### config.mk
export PLATFORM = sky130hd
export DESIGN_NAME = prewish_poll_sched
export DESIGN_NICKNAME = d
export VERILOG_FILES = /design/src/rtl/prewish_poll_sched.sv
export SDC_FILE = /design/constraint.sdc
export NUM_CORES = 1
export LEC_CHECK = 0
export ABC_AREA = 1
export CAP_MARGIN = 10
export CELL_PAD_IN_SITES_DETAIL_PLACEMENT = 0
export CELL_PAD_IN_SITES_GLOBAL_PLACEMENT = 1
export CORE_ASPECT_RATIO = 0.6
export CORE_UTILIZATION = 40
export CTS_CLUSTER_SIZE = 24
export DETAILED_ROUTE_END_ITERATION = 7
export MAX_ROUTING_LAYER = met4
export PLACE_DENSITY = 0.83
export SLEW_MARGIN = 20
export SYNTH_ARGS = -nofsm -noshare
export SYNTH_HDL_FRONTEND = slang
export SYNTH_SLANG_ARGS = --single-unit
### constraint.sdc
create_clock -name CLK_I -period 2.17 [get_ports CLK_I]
set_clock_uncertainty 0.1 [all_clocks]
set_input_delay 0.434 -clock CLK_I [delete_from_list [all_inputs] [get_ports CLK_I]]
set_output_delay 0.434 -clock CLK_I [all_outputs]
set_load 0.01 [all_outputs]
### src/rtl/prewish_poll_sched.sv
// Polling scheduler for the button-status responder: periodic STB request, response capture, press/release events.
// Optional macro PREWISH_POLL_TIMEOUT_EN adds a bounded WAIT with a sticky o_timeout flag.
module prewish_poll_sched #(
  parameter int POLL_PERIOD  = 12000,
  parameter int POLL_BITS    = 14,
  parameter int TIMEOUT      = 8,
  parameter int TIMEOUT_BITS = 4
) (
  input  logic       CLK_I,
  input  logic       RST_I,
  input  logic       i_enable,
  input  logic       i_clr_err,
  output logic       STB_O,
  input  logic       STB_I,
  input  logic [7:0] DAT_I,
  output logic [7:0] o_state,
  output logic [7:0] o_pressed,
  output logic [7:0] o_released,
  output logic       o_evt_stb,
  output logic       o_timeout,
  output logic       o_alive
);

  typedef enum logic [1:0] {
    S_IDLE   = 2'd0,
    S_REQ    = 2'd1,
    S_WAIT   = 2'd2,
    S_UPDATE = 2'd3
  } state_e;

  localparam logic [POLL_BITS-1:0] PollReload = POLL_BITS'(POLL_PERIOD - 1);

  state_e               state_q, state_d;
  logic [POLL_BITS-1:0] timer_q, timer_d;
  logic [7:0]           resp_q, resp_d;
  logic [7:0]           status_q, status_d;
  logic [7:0]           pressed_q, pressed_d;
  logic [7:0]           released_q, released_d;
  logic                 evt_q, evt_d;
  logic                 alive_q, alive_d;
  logic                 timeout_q, timeout_d;
  logic                 timeout_hit;

`ifdef PREWISH_POLL_TIMEOUT_EN
  localparam logic [TIMEOUT_BITS-1:0] TmoLast = TIMEOUT_BITS'(TIMEOUT - 1);
  logic [TIMEOUT_BITS-1:0] tmo_cnt_q, tmo_cnt_d;
`endif

  always_comb begin
    state_d     = state_q;
    timer_d     = timer_q;
    resp_d      = resp_q;
    status_d    = status_q;
    pressed_d   = 8'h00;
    released_d  = 8'h00;
    evt_d       = 1'b0;
    alive_d     = alive_q;
    timeout_hit = 1'b0;
`ifdef PREWISH_POLL_TIMEOUT_EN
    tmo_cnt_d   = tmo_cnt_q;
`endif
    case (state_q)
      S_IDLE: begin
        // Timer parks at zero while disabled so a later enable requests immediately.
        if (timer_q != '0) begin
          timer_d = timer_q - POLL_BITS'(1);
        end else if (i_enable) begin
          state_d = S_REQ;
        end
      end
      S_REQ: begin
        state_d = S_WAIT;
`ifdef PREWISH_POLL_TIMEOUT_EN
        tmo_cnt_d = '0;
`endif
      end
      S_WAIT: begin
        if (STB_I) begin
          resp_d  = DAT_I;
          state_d = S_UPDATE;
        end
`ifdef PREWISH_POLL_TIMEOUT_EN
        else if (tmo_cnt_q == TmoLast) begin
          timeout_hit = 1'b1;
          state_d     = S_IDLE;
          timer_d     = PollReload;
        end else begin
          tmo_cnt_d = tmo_cnt_q + TIMEOUT_BITS'(1);
        end
`endif
      end
      S_UPDATE: begin
        pressed_d  = resp_q & ~status_q;
        released_d = ~resp_q & status_q;
        evt_d      = |(resp_q ^ status_q);
        status_d   = resp_q;
        alive_d    = ~alive_q;
        state_d    = S_IDLE;
        timer_d    = PollReload;
      end
      default: begin
        state_d = S_IDLE;
        timer_d = PollReload;
      end
    endcase
    // A timeout in the same cycle as a clear wins; without the macro this flop stays at 0.
    timeout_d = timeout_hit | (timeout_q & ~i_clr_err);
  end

  always_ff @(posedge CLK_I or negedge RST_I) begin
    if (!RST_I) begin
      state_q    <= S_IDLE;
      timer_q    <= PollReload;
      resp_q     <= 8'h00;
      status_q   <= 8'h00;
      pressed_q  <= 8'h00;
      released_q <= 8'h00;
      evt_q      <= 1'b0;
      alive_q    <= 1'b0;
      timeout_q  <= 1'b0;
    end else begin
      state_q    <= state_d;
      timer_q    <= timer_d;
      resp_q     <= resp_d;
      status_q   <= status_d;
      pressed_q  <= pressed_d;
      released_q <= released_d;
      evt_q      <= evt_d;
      alive_q    <= alive_d;
      timeout_q  <= timeout_d;
    end
  end

`ifdef PREWISH_POLL_TIMEOUT_EN
  always_ff @(posedge CLK_I or negedge RST_I) begin
    if (!RST_I) begin
      tmo_cnt_q <= '0;
    end else begin
      tmo_cnt_q <= tmo_cnt_d;
    end
  end
`endif

  assign STB_O      = (state_q == S_REQ);
  assign o_state    = status_q;
  assign o_pressed  = pressed_q;
  assign o_released = released_q;
  assign o_evt_stb  = evt_q;
  assign o_timeout  = timeout_q;
  assign o_alive    = alive_q;

endmodule

---- After elaboration in Yosys (flattened, before gate mapping) ----
Index checks and enable logic that the tools add are counted.
storage, ports and cells
  bits in registers ....................... 51
  word-level logic and storage cells ...... 41
  output and inout bits ................... 28
  input port bits ......................... 13
cells by class
  muxes and demuxes ....................... 9
  $add $sub $neg .......................... 1
  reduce and logical (&&, ||, !) cells .... 7
  bitwise operators ....................... 8
  equal/unequal tests ..................... 7
operators by type and width
  operator               count
  $pmux 14 s2            1
  $and 8x8->8            2
  $mux 8                 2
  $not 8->8              2
  $mux 14                1
  $reduce_bool 14->1     1
  $sub 14x1->14 const B  1
  $ne 2x2->1 const B     4
  $pmux 2 s4             1
  $reduce_or 8->1        1
  $xor 8x8->8            1
  $mux 2                 3
  $eq 2x2->1 const B     2
  $reduce_and 2->1       2
  $reduce_and 3->1       1
  $eq 2x1->1 const B     1
  $logic_not 2->1        1
  $not 1->1              2
  $reduce_bool 2->1      1
  $and 1x1->1            1
  $mux 1                 1

---- Depth between registers and ports, before layout ----
Gate-level depths: netlist of run 1.
  depth after elaboration ................. 3
  gate-level depth with buffers ........... 10
  gate-level depth less buffers ........... 9

---- Least setup slack after synthesis of run 1 ----
No wires, ideal clock.
  kind .................................... register to register
  start point ............................. register timer_q[0]
  end point ............................... register timer_q[8]
  slack ................................... 0.561 ns
  setup time .............................. 0.065 ns
  clock period less this slack ............ 1.609 ns
  path buffers ............................ 1
  cell stages (with the launch flop) ...... 11
  arrival time ............................ 1.444 ns
  path through ............................ dfstp_2 -> inv_1 -> ha_1 -> nand2_2 -> nor2_2 -> nand2_2 -> nand2_4 -> nand2_4 -> buf_6 -> nand3_1 -> nand2_1
between the ends
  word-level cells in the longest chain between the ends .. 3
RTL lines
  element                                              line    source
  start: declaration                                   34      logic [POLL_BITS-1:0] timer_q, timer_d;
  start signal: assignment                             113     timer_q <= PollReload;
  start signal: assignment                             123     timer_q <= timer_d;
  $sub 14x1->14 or $reduce_bool 14->1 (tied branches)  66, 65
  $mux 14 or $ne 2x2->1 (tied branches)                n/a
  $pmux 14 s2 or $reduce_and 2->1 (tied branches)      n/a
Parallel ways exist; a longest one is shown, timed or not. The select of a mux whose other input is x is not followed.
A chain may end at the register's enable or synchronous reset.

---- Worst setup path after layout of run 1 ----
  start point ............................. register state_q[1]
  end point ............................... output port STB_O
between the ends
  word-level cells in the longest chain between the ends .. 1
RTL lines
  element                   line  source
  start: declaration        33    state_e state_q, state_d;
  start signal: assignment  122   state_q <= state_d;
  $eq 2x1->1                144   assign STB_O = (state_q == S_REQ);
  end: declaration          13    output logic STB_O,
No other way between the ends.

==> out/qor.txt, run 1 <==
Status -> finished clean
Total grt overflow -> 0
Maxcap violations -> 0
CTS Buf Count -> 5
Post-CTS Repair Setup Buffers -> 0
Mean number of vias per cell -> 4.507
Routed len/inst -> 11.70 µm
Final WL -> 5031 µm
Crit Path Class -> reg -> out
Worst slack, placed -> 0.3138 ns
Largest net degree at the start of global routing -> 37
WHS -> 0.3853 ns
DIE WIDTH -> 105.8 µm
Yosys warning total -> 0
CTS tree -> yes
Period utilisation layout -> 0.9432
Fraction of registers with async set/reset -> 1.000
Max Fclk -> 488.6 MHz
Largest area contributor in the netlist -> dfrtp_1
Htree depth -> 2
PwrDens -> 1383 nW/µm²
EDFF count, synth -> 0
Synth Net Count -> 334
Port Buffers -> 40
Crit path DAT -> 1.51 ns
Fin. max-slew vios -> 0
Top-count cell post-synth -> nand2_1
Root Buffer Master -> clkbuf_8
Seq/Total Area, Yosys -> 0.4990
Initial core utilization -> 0.4192
Final Util -> 0.5199
CTS-repair resized insts -> 0
Hpwl dp -> 3704 µm
Total Routing Usage GR -> 0.1757
Clock tree buffer depth -> 2
Crit path required time -> 1.64 ns
Worst-Margin Slew -> 0.5594 ns
Cell variety after synth -> 23
Num ports -> 41
Die H -> 64.27 µm
Synth Area per Inst -> 8.617 µm²
Hold-fix buffers at CTS -> 1
Main flop type after synthesis -> dfrtp_1
Final WS setup -> 0.1234 ns
Setup TNS -> 0 ns
Worst min path class -> reg -> reg
FF+latch area -> 1290 µm²
Core Box Area -> 6166 µm²
Top-area cell type share of the netlist area -> 0.3872
Critical Path Start Type -> flip-flop
RSZ-0062 raised after global routing -> no
Number of global-route vias before repair -> 1924
Share of cells above drive strength 1 -> 0.1243
Filler cells -> 578
Cells after synthesis -> 300
Peak VDD IR -> 0.5861 mV
DR pass1 iterations -> 4
Clk sinks -> 51
Leakage -> 1.680 nW
First-pass GRT wire length -> 8866 µm
Total number of vias -> 1938
Footprint of the multi-input gates -> 1040 µm²
Most Crowded Layer GR -> met1
Die area -> 6798 µm²
Post-synthesis instance area -> 2585 µm²
Area grow syn2layout -> 24.01%
Top post-synthesis cells by area -> dfrtp_1, dfstp_2, nand2_1
Min Tclk post-route -> 2.047 ns
# diodes -> 0
Rel. slew slack -> 0.6262
ANT nets after route -> 0
Worst setup EP type -> output pin
Placement Cell Area -> 3074 µm²
DR DRC count -> 0
Initial drt markers -> 64
Worst-path maximum fanout -> 4
Clock slew at reported path FFs -> 0.10 ns
Cell area after layout -> 3206 µm²
M3 GR Usage -> 0.03469
Clk_lat worst skew -> 0.31 ns
Synthesized flop and latch total -> 51
GPL Wtd Cong -> 0.7882
Placement Rows -> 22
Final Hold Viols -> 0
Post-layout nets -> 379
Setup Viol. Count Final -> 0
Top cells by count, synth -> nand2_1, inv_1, dfrtp_1, nor2_1, ha_1
Initial antenna violation count -> 0
Met2 GRT Util -> 0.2435
Routing usage on met1 -> 0.2498
## state kept, by name, indices dropped and copies added (netlist names)
signal / count
timer_q: 14
o_evt_stb: 1
o_alive: 1
o_released: 8
o_state: 8
o_pressed: 8
state_q: 2
resp_q: 8
o_timeout: 1
## routing by layer
layer  vias to the layer above  wire length [µm]  part of all wire
li1                       1005                 -                 -
met1                       879              2644              0.53
met2                        46              2052              0.41
met3                         8               256             0.051
met4                         0                78             0.016
met5                         -                 0                 0
## placed cells by master (no fill, tap or decap)
master,instances
nand2_2,3
o22ai_1,1
bufinv_16,1
dfrtp_1,40
nor2_1,26
inv_2,1
nor2_2,4
clkbuf_8,6
buf_4,5
buf_2,1
xor2_1,2
inv_1,54
nand4_1,2
xnor2_1,2
a21oi_2,1
nand2_4,2
a21oi_1,9
ha_1,21
inv_6,1
o21ai_2,7
dfstp_2,11
nand3b_1,1
nand2_1,71
o21ai_0,15
clkdlybuf4s50_1,39
dlygate4sd3_1,1
nand3_1,19
## power breakdown
part	switching, W	leakage (nW)	internal (W)
sequential	0.000279	0.624	0.00138
clock	0.000329	0.0618	0.000380
combinational	0.00121	0.995	0.000849
## cells by family after synthesis
kind of cell / share of synthesized area
XOR/XNOR: 0.01356
adder cells (fa/ha/maj): 0.1016
AND/OR/NAND/NOR: 0.2110
flip-flops: 0.4990
buffers and inverters: 0.09874
AO/OA/AOI/OAI: 0.07599
## critical path, cell delays in order (launching register included)
cell             delay [ns]
dfrtp_1                0.43
inv_1                  0.09
ha_1                   0.15
clkdlybuf4s50_1        0.54
## stage by stage
| stage | instances | total power, W |
|---|---|---|
| floorplan | 300 | 0.003094 |
| global placement | 421 | 0.003723 |
| detailed placement | 421 | 0.003751 |
| CTS | 430 | 0.004479 |
| global route | 430 | 0.004856 |
| finish | 430 | 0.004433 |
## final cells by class
type | count | area share
clock buffers | 6 | 0.02576
clock inverters | 2 | 0.01210
inverters | 55 | 0.06440
multi-input cells | 186 | 0.3244
flip-flops and latches | 51 | 0.4024
well taps | 84 | 0.03279
repair buffers | 46 | 0.1382
## worst paths after layout
path / startpoint / to / slack (ns) / depth (start not counted)
min in group asynchronous: RST_I / resp_q[7] / 0.45 / 2
max reg2reg: timer_q[1] / timer_q[12] / 0.28 / 7
min reg2reg: o_alive / o_alive / 0.39 / 1
max: state_q[1] / STB_O / 0.12 / 3
max in group asynchronous: RST_I / timer_q[1] / 0.92 / 3
min: o_alive / o_alive / 0.39 / 1
(Power assumes the default switching activity.)
==> run 2, diff against run 1 <==
--- a/config.mk
+++ b/config.mk
@@ -14,7 +14,7 @@
 export CTS_CLUSTER_SIZE = 24
 export DETAILED_ROUTE_END_ITERATION = 7
 export MAX_ROUTING_LAYER = met4
-export PLACE_DENSITY = 0.83
+export PLACE_DENSITY = 0.81
 export SLEW_MARGIN = 20
 export SYNTH_ARGS = -nofsm -noshare
 export SYNTH_HDL_FRONTEND = slang
==> out/qor.txt, run 2 (synthesized netlist as in run 1, its figures left out) <==
Root Buffer Master -> clkbuf_8
Final Hold Viols -> 1 (+1)
Commonest non-fill, non-tap cell in the layout -> nand2_1
WHS -> -0.001499 ns (-0.3868 ns)
Worst-path maximum fanout -> 4 (unchanged)
Hold-fix buffers at CTS -> 0 (-1)
Post-CTS Repair Setup Buffers -> 0 (unchanged)
Final Util -> 0.5203 (about the same)
Mean number of vias per cell -> 4.518 (+0.23%)
R2r setup slk -> 0.26 ns (-0.02 ns)
# diodes -> 0 (unchanged)
R2r worst-path depth -> 7 (unchanged)
Initial antenna violation count -> 0 (unchanged)
Maxcap violations -> 0 (unchanged)
Period utilisation layout -> 0.9417 (-0.001404)
Setup Viol. Count Final -> 0 (unchanged)
Die area -> 6798 µm² (unchanged)
Fin. max-slew vios -> 0 (unchanged)
Max Fclk -> 489.3 MHz (+0.15%)
CTS-repair resized insts -> 0 (unchanged)
Largest net degree at the start of global routing -> 52 (+41%)
Num ports -> 41 (unchanged)
Reg-to-Reg End -> timer_q[12]
Max reg flops -> 14 (unchanged)
Placement Rows -> 22 (unchanged)
Port Buffers -> 40 (unchanged)
Die H -> 64.27 µm (unchanged)
Placement Cell Area -> 3072 µm² (about the same)
Crit Path Class -> reg -> out
Worst setup EP type -> output pin
Crit path DAT -> 1.51 ns (about the same)
Top reg by flops -> timer_q
Routed len/inst -> 11.82 µm (+1.0%)
RSZ-0062 raised after global routing -> no
Status -> complete, but fails checks
Crit path required time -> 1.64 ns (about the same)
Most frequent cells in the layout -> nand2_1, inv_1, dfrtp_1
Area grow syn2layout -> 24.10% (about the same)
Worst Path Buf+Inv -> 2 (unchanged)
Initial drt markers -> 62 (-3.1%)
Total number of vias -> 1929 (-0.46%)
Max incr delay on CP -> 0.54 ns (about the same)
Min Tclk post-route -> 2.044 ns (-0.003047 ns)
Rel. slew slack -> 0.6239 (-0.002285)
CP startpoint -> state_q[1]
CP cell instances -> inv_1 -> ha_1 -> clkdlybuf4s50_1
Setup TNS -> 0 ns (unchanged)
Total Routing Usage GR -> 0.1726 (-0.003086)
Clk_lat worst skew -> 0.31 ns (about the same)
Peak VDD IR -> 0.6303 mV (+7.5%)
DIE WIDTH -> 105.8 µm (unchanged)
Clk sinks -> 51 (unchanged)
Share of cells above drive strength 1 -> 0.1195 (-0.004744)
Final WL -> 5048 µm (+0.34%)
CP max-delay cell -> clkdlybuf4s50_1
Htree depth -> 2 (unchanged)
Clock slew at reported path FFs -> 0.10 ns (about the same)
Initial core utilization -> 0.4192 (unchanged)
PwrDens -> 1409 nW/µm² (+1.9%)
Clock tree buffer depth -> 2 (unchanged)
First-pass GRT wire length -> 8769 µm (-1.1%)
Failing checks -> hold timing
Worst R2R Start -> timer_q[0]
Number of global-route vias before repair -> 1878 (-2.4%)
Final WS setup -> 0.1264 ns (+0.003047 ns)
Core Box Area -> 6166 µm² (unchanged)
Instance count on the critical path -> 3 (unchanged)
ANT nets after route -> 0 (unchanged)
GPL Wtd Cong -> 0.7746 (-1.7%)
DR DRC count -> 0 (unchanged)
Worst min path class -> in -> async
Post-layout nets -> 376 (-0.79%)
CTS Buf Count -> 5 (unchanged)
Total grt overflow -> 0 (unchanged)
CTS tree -> yes
Worst slack, placed -> 0.2980 ns (-0.01576 ns)
Worst-Margin Slew -> 0.5628 ns (+0.003419 ns)
Leakage -> 1.674 nW (-0.40%)
CP endpoint -> STB_O
Critical Path Start Type -> flip-flop
Cell area after layout -> 3208 µm² (about the same)
DR pass1 iterations -> 4 (unchanged)
Hpwl dp -> 3591 µm (-3.1%)
Family with the most delay on the worst path -> buffers and inverters
run 2: worst min-delay path by stage:
stage | endpoint | from
after floorplan | o_alive | RST_I
after CTS | o_timeout | RST_I
after detailed placement | timer_q[8] | RST_I
after global placement | o_released[7] | RST_I
final | timer_q[8] | RST_I
after global routing | o_released[7] | RST_I
run 2: power by group:
part	internal, W	total, W	switching [W]
Clock	0.000460	0.000783	0.000323
Combinational	0.000853	0.00206	0.00121
Sequential	0.00138	0.00168	0.000293
run 2: area by class of cell:
cell class                      count  area [µm²]
Timing Repair Buffer               43       430.4
Clock inverter                      3       67.56
Inverter                           55       206.4
Sequential cell                    51        1290
Multi-Input combinational cell    186        1040
Fill cell                         600        2958
Tap cell                           84       105.1
Clock buffer                        5       68.82
run 2: worst reg2reg max path: cells and delay by family (launching register included):
family / cells / cell delay, ns
flops: 1 / 0.38
buf+inv: 1 / 0.07
simple gates: 3 / 0.33
fa+ha+maj: 1 / 0.27
compound gates: 2 / 0.61
run 2: per-stage QoR:
stage	power [W]	hold WS, ns	instances
2_1_floorplan	0.003094	0.03841	300
3_3_place_gp	0.003716	0.3471	419
3_5_place_dp	0.003768	0.3523	419
4_1_cts	0.004568	0.009859	427
5_1_grt	0.004938	0.03111	427
6_report	0.004522	-0.001499	427
run 2: routing by layer:
metal	GRT usage	wire length (µm)	share of wire	up-vias
met5	-	0	0	-
met4	0.04688	47	0.0093	0
met3	0.04694	265	0.052	5
met2	0.2500	2057	0.41	39
met1	0.2379	2677	0.53	893
li1	-	-	-	992
